File: src/rtl/mem_pkg.sv
// Shared types and defaults for the data-memory responder and its SRAM back end.
package mem_pkg;

  localparam logic [31:0] BASE_ADDR_DEFAULT = 32'd1024;
  localparam int unsigned SRAM_AW_DEFAULT   = 18;
  localparam int unsigned CNT_W             = 4;

  typedef enum logic [1:0] {IDLE, LOW, HIGH, DONE} state_t;

  typedef enum logic {OP_RD, OP_WR} op_t;

endpackage

File: src/rtl/sram_controller.sv
// Serves one 32-bit MEM-stage read/write as two half-word accesses to an
// external asynchronous 16-bit SRAM, holding ready low while busy.
module sram_controller
  import mem_pkg::*;
#(
  parameter logic [31:0] BASE_ADDR     = BASE_ADDR_DEFAULT,
  parameter int unsigned SRAM_AW       = SRAM_AW_DEFAULT,
  parameter int unsigned ACCESS_CYCLES = 3
) (
  input  logic               clk,
  input  logic               rst,
  input  logic               rd_en,
  input  logic               wr_en,
  input  logic [31:0]        address,
  input  logic [31:0]        write_data,
  output logic [31:0]        read_data,
  output logic               ready,
  output logic [SRAM_AW-1:0] sram_addr,
  output logic [15:0]        sram_dq_out,
  output logic               sram_dq_oe,
  input  logic [15:0]        sram_dq_in,
  output logic               sram_we_n,
  output logic               sram_oe_n
);

  localparam int unsigned      WORD_W   = SRAM_AW - 1;
  localparam logic [CNT_W-1:0] LAST_CNT = CNT_W'(ACCESS_CYCLES - 1);

  state_t             state, state_next;
  logic [CNT_W-1:0]   cnt, cnt_next;
  op_t                op_q, op_cur;
  logic [WORD_W-1:0]  word_q, word_cur, word_live;
  logic [31:0]        wdata_q, wdata_cur;
  logic               req;
  logic [31:0]        offset;
  logic               unused_offset;

  logic [31:0]        read_data_next;
  logic [SRAM_AW-1:0] sram_addr_next;
  logic [15:0]        dq_out_next;
  logic               dq_oe_next, we_n_next, oe_n_next;

  // Byte address to SRAM word index; out-of-range addresses wrap silently.
  assign req           = rd_en | wr_en;
  assign offset        = address - BASE_ADDR;
  assign word_live     = offset[WORD_W+1:2];
  assign unused_offset = ^{offset[31:WORD_W+2], offset[1:0]};

  assign ready = (state == IDLE) ? ~req : (state == DONE);

  always_comb begin
    state_next     = state;
    cnt_next       = cnt + CNT_W'(1);
    op_cur         = op_q;
    word_cur       = word_q;
    wdata_cur      = wdata_q;
    read_data_next = read_data;
    sram_addr_next = sram_addr;
    dq_out_next    = sram_dq_out;
    dq_oe_next     = 1'b0;
    we_n_next      = 1'b1;
    oe_n_next      = 1'b1;

    case (state)
      IDLE: begin
        cnt_next  = '0;
        op_cur    = wr_en ? OP_WR : OP_RD;
        word_cur  = word_live;
        wdata_cur = write_data;
        if (req) state_next = LOW;
      end
      LOW: begin
        if (cnt == LAST_CNT) begin
          state_next = HIGH;
          cnt_next   = '0;
          if (op_q == OP_RD) read_data_next[15:0] = sram_dq_in;
        end
      end
      HIGH: begin
        if (cnt == LAST_CNT) begin
          state_next = DONE;
          cnt_next   = '0;
          if (op_q == OP_RD) read_data_next[31:16] = sram_dq_in;
        end
      end
      DONE: begin
        state_next = IDLE;
        cnt_next   = '0;
      end
      default: begin
        state_next = IDLE;
        cnt_next   = '0;
      end
    endcase

    // Pin values are registered, so they are derived from the upcoming phase/count.
    if (state_next == LOW || state_next == HIGH) begin
      sram_addr_next = {word_cur, (state_next == HIGH)};
      if (op_cur == OP_WR) begin
        dq_oe_next  = 1'b1;
        dq_out_next = (state_next == HIGH) ? wdata_cur[31:16] : wdata_cur[15:0];
        we_n_next   = (cnt_next == LAST_CNT);
      end else begin
        oe_n_next = 1'b0;
      end
    end
  end

  always_ff @(posedge clk or negedge rst) begin
    if (!rst) begin
      state       <= IDLE;
      cnt         <= '0;
      op_q        <= OP_RD;
      word_q      <= '0;
      wdata_q     <= '0;
      read_data   <= '0;
      sram_addr   <= '0;
      sram_dq_out <= '0;
      sram_dq_oe  <= 1'b0;
      sram_we_n   <= 1'b1;
      sram_oe_n   <= 1'b1;
    end else begin
      state       <= state_next;
      cnt         <= cnt_next;
      read_data   <= read_data_next;
      sram_addr   <= sram_addr_next;
      sram_dq_out <= dq_out_next;
      sram_dq_oe  <= dq_oe_next;
      sram_we_n   <= we_n_next;
      sram_oe_n   <= oe_n_next;
      if (state == IDLE && req) begin
        op_q    <= op_cur;
        word_q  <= word_cur;
        wdata_q <= wdata_cur;
      end
    end
  end

endmodule
File: config.mk
export PLATFORM = sky130hd
export DESIGN_NAME = sram_controller
export DESIGN_NICKNAME = d
export VERILOG_FILES = /design/src/rtl/mem_pkg.sv /design/src/rtl/sram_controller.sv
export SDC_FILE = /design/constraint.sdc
export NUM_CORES = 1
export LEC_CHECK = 0
export CORE_ASPECT_RATIO = 0.9
export CORE_MARGIN = 2
export CORE_UTILIZATION = 45
export CTS_CLUSTER_SIZE = 24
export DETAILED_ROUTE_END_ITERATION = 8
export GPL_TIMING_DRIVEN = 0
export MAX_ROUTING_LAYER = met4
export PLACE_DENSITY_LB_ADDON = 0.12
export SETUP_SLACK_MARGIN = 0.15
export SYNTH_ARGS = -nofsm -noshare
export SYNTH_HDL_FRONTEND = slang
export SYNTH_SLANG_ARGS = --single-unit
File: constraint.sdc
create_clock -name clk -period 4.1 [get_ports clk]
set_input_delay 0.82 -clock clk [delete_from_list [all_inputs] [get_ports clk]]
set_output_delay 0.82 -clock clk [all_outputs]
set_load 0.01 [all_outputs]
# Word level (Yosys, flattened, before mapping)
# Cells that the tools add are included.
[op_classes]
n_addsub = 2
eq_ne = 7
muxes = 17
n_bitwise = 3
n_reduce_logical = 8
[ops]
columns = ["op", "count"]
rows = [
  ["$mux 32", 1],
  ["$sub 19x11->19 const B", 1],
  ["$mux 17", 1],
  ["$mux 16", 1],
  ["$eq 4x2->1 const B", 2],
  ["$mux 1", 8],
  ["$pmux 2 s4", 1],
  ["$pmux 4 s2", 1],
  ["$eq 2x2->1 const B", 3],
  ["$mux 2", 3],
  ["$reduce_and 3->1", 2],
  ["$add 4x1->4 const B", 1],
  ["$eq 2x1->1 const B", 2],
  ["$mux 4", 1],
  ["$reduce_or 2->1", 2],
  ["$logic_not 2->1", 1],
  ["$not 1->1", 2],
  ["$reduce_and 2->1", 1],
  ["$logic_and 1x1->1", 1],
  ["$logic_or 1x1->1", 1],
  ["$or 1x1->1", 1],
]
[word_totals]
reg_bits = 125
word_cells = 49

# Depth between registers and ports, before layout
[depth]
word_depth = 6
ltp_mapped = 14
mapped_depth_nobuf = 9

# Worst setup path before layout
# Ideal clock, no wire load.
[synth_timing]
kind = "reg-to-reg"
from = "register state[0]"
to = "register sram_dq_out[6]"
setup_time_ns = 0.125
arrival_ns = 2.894
path_slack_ns = 1.082
stages_incl_launch_ff = 14
cell_sequence = "dfrtp_1 -> inv_1 -> ha_1 -> buf_2 -> buf_2 -> clkbuf_1 -> nor3_1 -> nor2_1 -> o21a_1 -> ha_1 -> clkbuf_1 -> clkbuf_1 -> mux4_2 -> mux2_2"
[synth_via]
elab_chain_cells = 5
word_cells_on_any_way = 15
[synth_lines]
columns = ["item", "line", "text"]
rows = [
  ["start, declared", "sram_controller.sv:29", "state_t state, state_next;"],
  ["start signal, assigned", "sram_controller.sv:123", "state <= state_next;"],
  ["$eq 2x2->1, or another cell as far along", "sram_controller.sv:64", "case (state)"],
  ["$pmux 2 s4 (*)", "sram_controller.sv:64", ""],
  ["via state_next[1]", "sram_controller.sv:29", ""],
  ["$eq 2x1->1 or $eq 2x2->1 (tied branches)", "sram_controller.sv:97, sram_controller.sv:101", ""],
  ["$logic_or 1x1->1", "sram_controller.sv:97", "if (state_next == LOW || state_next == HIGH) begin"],
  ["$reduce_and 2->1 (no source line)", "--", ""],
  ["end signal, assigned", "sram_controller.sv:127", "sram_dq_out <= dq_out_next;"],
  ["end, declared", "sram_controller.sv:19", "output logic [15:0] sram_dq_out,"],
]
# The timed path passes the listed nets; every way through them passes the cells marked *.
# A chain may end at the register's enable or synchronous reset.

# Worst setup path in the final report
[layout_timing]
from = "register state[0]"
to = "register sram_addr[2]"
[layout_via]
elab_chain_cells = 4
word_cells_on_any_way = 12
[layout_lines]
columns = ["item", "line", "text"]
rows = [
  ["$eq 2x2->1, or another cell as far along", "sram_controller.sv:64", ""],
  ["$pmux 2 s4", "sram_controller.sv:64", ""],
  ["$eq 2x1->1 or $eq 2x2->1 (tied branches)", "sram_controller.sv:97", ""],
  ["$logic_or 1x1->1", "sram_controller.sv:97", ""],
  ["end signal, assigned", "sram_controller.sv:126", "sram_addr <= sram_addr_next;"],
  ["end, declared", "sram_controller.sv:18", "output logic [SRAM_AW-1:0] sram_addr,"],
]
# Several ways; a longest one is shown, not always the timed one.

==> impl_metrics.env <==
export IMPL_postLayoutCellArea_um2=7820
export IMPL_grt_setup_unrepaired="yes"
export IMPL_arrival_ns=3.97
export IMPL_cts_clk_slew_worst_paths_ns=0.06
export IMPL_r2r_cells=13
export IMPL_fin_nets=742
export IMPL_p_leak_nw=3.45
export IMPL_rrSetupSlack_ns=0.46
export IMPL_layout_commonest_cell="nand2_1"
export IMPL_max_stage_delay_ns=0.45
export IMPL_period_minus_slack_ns=3.64
export IMPL_crit_path_start_kind="flip-flop"
export IMPL_cp_end_kind="flip-flop"
export IMPL_use_met3_pct=4.88
export IMPL_ys_ff_latch=125
export IMPL_met2_usage_pct=37.1
export IMPL_fillers=955
export IMPL_syn_inst=492
export IMPL_area_growth_syn_to_layout_pct=39.9
export IMPL_gp_congestion=0.789
export IMPL_wl_per_cell_um=16.4
export IMPL_worst_pin_slew_ns=0.616
export IMPL_io_buffers=138
export IMPL_cts_made_buffers=17
export IMPL_drtIter0Drc=242
export IMPL_final_cell_mix="147 x nand2_1, 137 x clkdlybuf4s50_1, 123 x dfrtp_1"
export IMPL_rr_startpoint="state[0]"
export IMPL_max_slew_margin_rel_pct=58.7
export IMPL_crit_slowest_cell="clkbuf_1"
export IMPL_grt_pass1_vias=4512
export IMPL_die_x_um=121
export IMPL_placed_area_um2=7200
export IMPL_synthArstFlopShare_pct=100
export IMPL_clockRootBuffer="clkbuf_16"
export IMPL_synth_cell_types=46
export IMPL_initial_utilization_pct=46.2
export IMPL_hold_viol_final=0
export IMPL_ctsLongestPathBuffers=2
export IMPL_fin_hold_ws_ns=0.358
export IMPL_crit_chain="inv_1 -> ha_1 -> buf_2 -> buf_2 -> clkbuf_1 -> nor2_1 -> a21o_1 -> ha_1 -> clkbuf_1 -> clkbuf_1 -> clkbuf_1 -> nand2_1 -> o21ai_0"
export IMPL_fmax_mhz=275
export IMPL_vdd_drop_max_mv=0.566
export IMPL_drive_above_1_share_pct=18.1
export IMPL_setup_violations=0
export IMPL_crit_top_cell="clkbuf_1"
export IMPL_worstPathRequired_ns=4.43
export IMPL_die_area_um2=13300
export IMPL_vias=4324
export IMPL_num_antenna_cells=0
export IMPL_fin_worst_skew_ns=0.00879
export IMPL_grtUsageMet1_pct=27.3
export IMPL_p_per_area_nw_per_um2=888
export IMPL_antenna_found_initial=0
export IMPL_via_per_inst=5.25
export IMPL_fin_crit_sh_pct=88.8
export IMPL_synth_area_um2=5590
export IMPL_io_pins=154
export IMPL_slew_violations=0
export IMPL_dpl_hpwl_um=9350
export IMPL_wirelength_um=13500
export IMPL_grt_total_usage_pct=22.3
export IMPL_crit_fanout=10
export IMPL_fin_util_pct=64.7
export IMPL_cap_violations=0
export IMPL_fp_dieH_um=110
export IMPL_dp_slack_ns=-0.105
export IMPL_r2r_end="sram_addr[2]"
export IMPL_grt_busiest_layer="met2"
export IMPL_worst_slack_ns=0.460
export IMPL_first_pass_iters=4
export IMPL_dp_cells=791
export IMPL_clk_latency_ns=0.41
export IMPL_synth_flop_cell="dfrtp_1"
export IMPL_crit_end="sram_addr[2]"
export IMPL_startpoint="state[0]"
export IMPL_drc_errors=0
export IMPL_hp_class="input port to asynchronous set/reset pin"
export IMPL_drtAntennaViolNets=0
export IMPL_grt_overflow_total=0
export IMPL_cts_setup_buffers=0
export IMPL_syn_nets=584
export IMPL_ys_seq_area_share_pct=56.0
export IMPL_cts_tree="built"
export IMPL_h_tree_depth=4
export IMPL_status="finished, final reports clean"
export IMPL_clock_sinks=125
export IMPL_instances_no_fill=823
export IMPL_worstSetupPathType="flip-flop to flip-flop"
export IMPL_avgSynthCellArea_um2=11.4
export IMPL_synth_edf_count=0
export IMPL_rows=38
export IMPL_grt_max_degree=69
export IMPL_grt_pass1_wl_um=22200
export IMPL_core_area_um2=12100
export IMPL_ys_warn_count=0
critical path: cells and delay by family, from the launching register on:
kind	cells	cell delay, ns
fa+ha+maj	2	0.41
compound gates	2	0.30
flops	1	0.40
simple gates	2	0.21
buf+inv	7	2.23
registers in the layout, summed over array words and instances (netlist names):
signal,cells
state,2
cnt,4
sram_dq_out,16
sram_addr,18
sram_we_n,1
op_q,1
word_q,17
sram_oe_n,1
wdata_q,32
sram_dq_oe,1
read_data,32
final cells by class:
type | count | area [um^2] | area share, %
clock inverters | 15 | 188 | 2.40
plain buffers | 26 | 111 | 1.42
well taps | 160 | 200 | 2.56
inverters | 9 | 33.8 | 0.432
flip-flops and latches | 125 | 3130 | 40.1
repair buffers | 139 | 1410 | 18.0
multi-input cells | 332 | 2320 | 29.6
clock buffers | 17 | 425 | 5.44
how the worst min path moves through the flow:
stage | start | end | slack, ns | cells after the start
after floorplan | wdata_q[16] | wdata_q[16] | 0.44 | 2
after global placement | wdata_q[6] | wdata_q[6] | 0.45 | 2
after detailed placement | wdata_q[22] | wdata_q[22] | 0.46 | 2
after CTS | rst | sram_dq_out[4] | 0.38 | 1
after global routing | rst | sram_dq_out[5] | 0.40 | 1
final | rst | sram_dq_out[4] | 0.36 | 1
cells in the mapped netlist (4+ instances only):
cell,count,area [um^2]
nor2_1,11,41.3
inv_1,9,33.8
mux2_2,49,552
nand2_1,147,552
a21oi_1,7,35.0
clkbuf_1,17,63.8
dfrtp_1,123,3080
nand3_1,8,40.0
mux2i_1,11,110
mux4_2,16,360
xnor2_1,4,35.0
o21ai_0,18,90.1
nor3_1,5,25.0
ha_1,8,100
buf_2,9,45.0
nor3b_1,7,52.6
kinds of logic (layout without fill, tap and decap cells):
| group | count (synthesis) | in the layout | share of synthesized area, % |
|---|---|---|---|
| and+or+nand+nor | 198 | 198 | 15.5 |
| buffers and inverters | 35 | 206 | 2.55 |
| AOI/OAI and AO/OA | 46 | 46 | 5.20 |
| xor gates and xnor gates | 4 | 4 | 0.627 |
| DFF | 125 | 125 | 56.0 |
| adders and majority gates | 8 | 8 | 1.79 |
| muxes | 76 | 76 | 18.3 |
per-stage QoR:
step | TNS (ns) | total power [mW]
5_1_grt | 0 | 7.43
4_1_cts | 0 | 6.99
3_5_place_dp | -0.840 | 5.41
2_1_floorplan | 0 | 4.10
3_3_place_gp | -327.73 | 5.30
6_report | 0 | 6.94
layer usage:
| layer | vias to the layer above | part of all wire (%) | routed length, um |
|---|---|---|---|
| li1 | 2008 | - | - |
| met5 | - | 0 | 0 |
| met3 | 10 | 5.8 | 788 |
| met1 | 2190 | 43 | 5840 |
| met4 | 0 | 0.63 | 85 |
| met2 | 116 | 50 | 6800 |
power by group:
part | switching (mW) | internal (mW) | total (mW)
clock | 0.575 | 0.966 | 1.54
sequential | 0.311 | 1.85 | 2.16
combinational | 1.61 | 1.63 | 3.23
timing repair:
item                                    in CTS  in global routing
pin swaps                                    0                  0
hold buffers                                 0                  0
gates resized for setup                      1                  3
endpoints found under the setup margin       1                  9
Power figures use the tool's default switching activity.
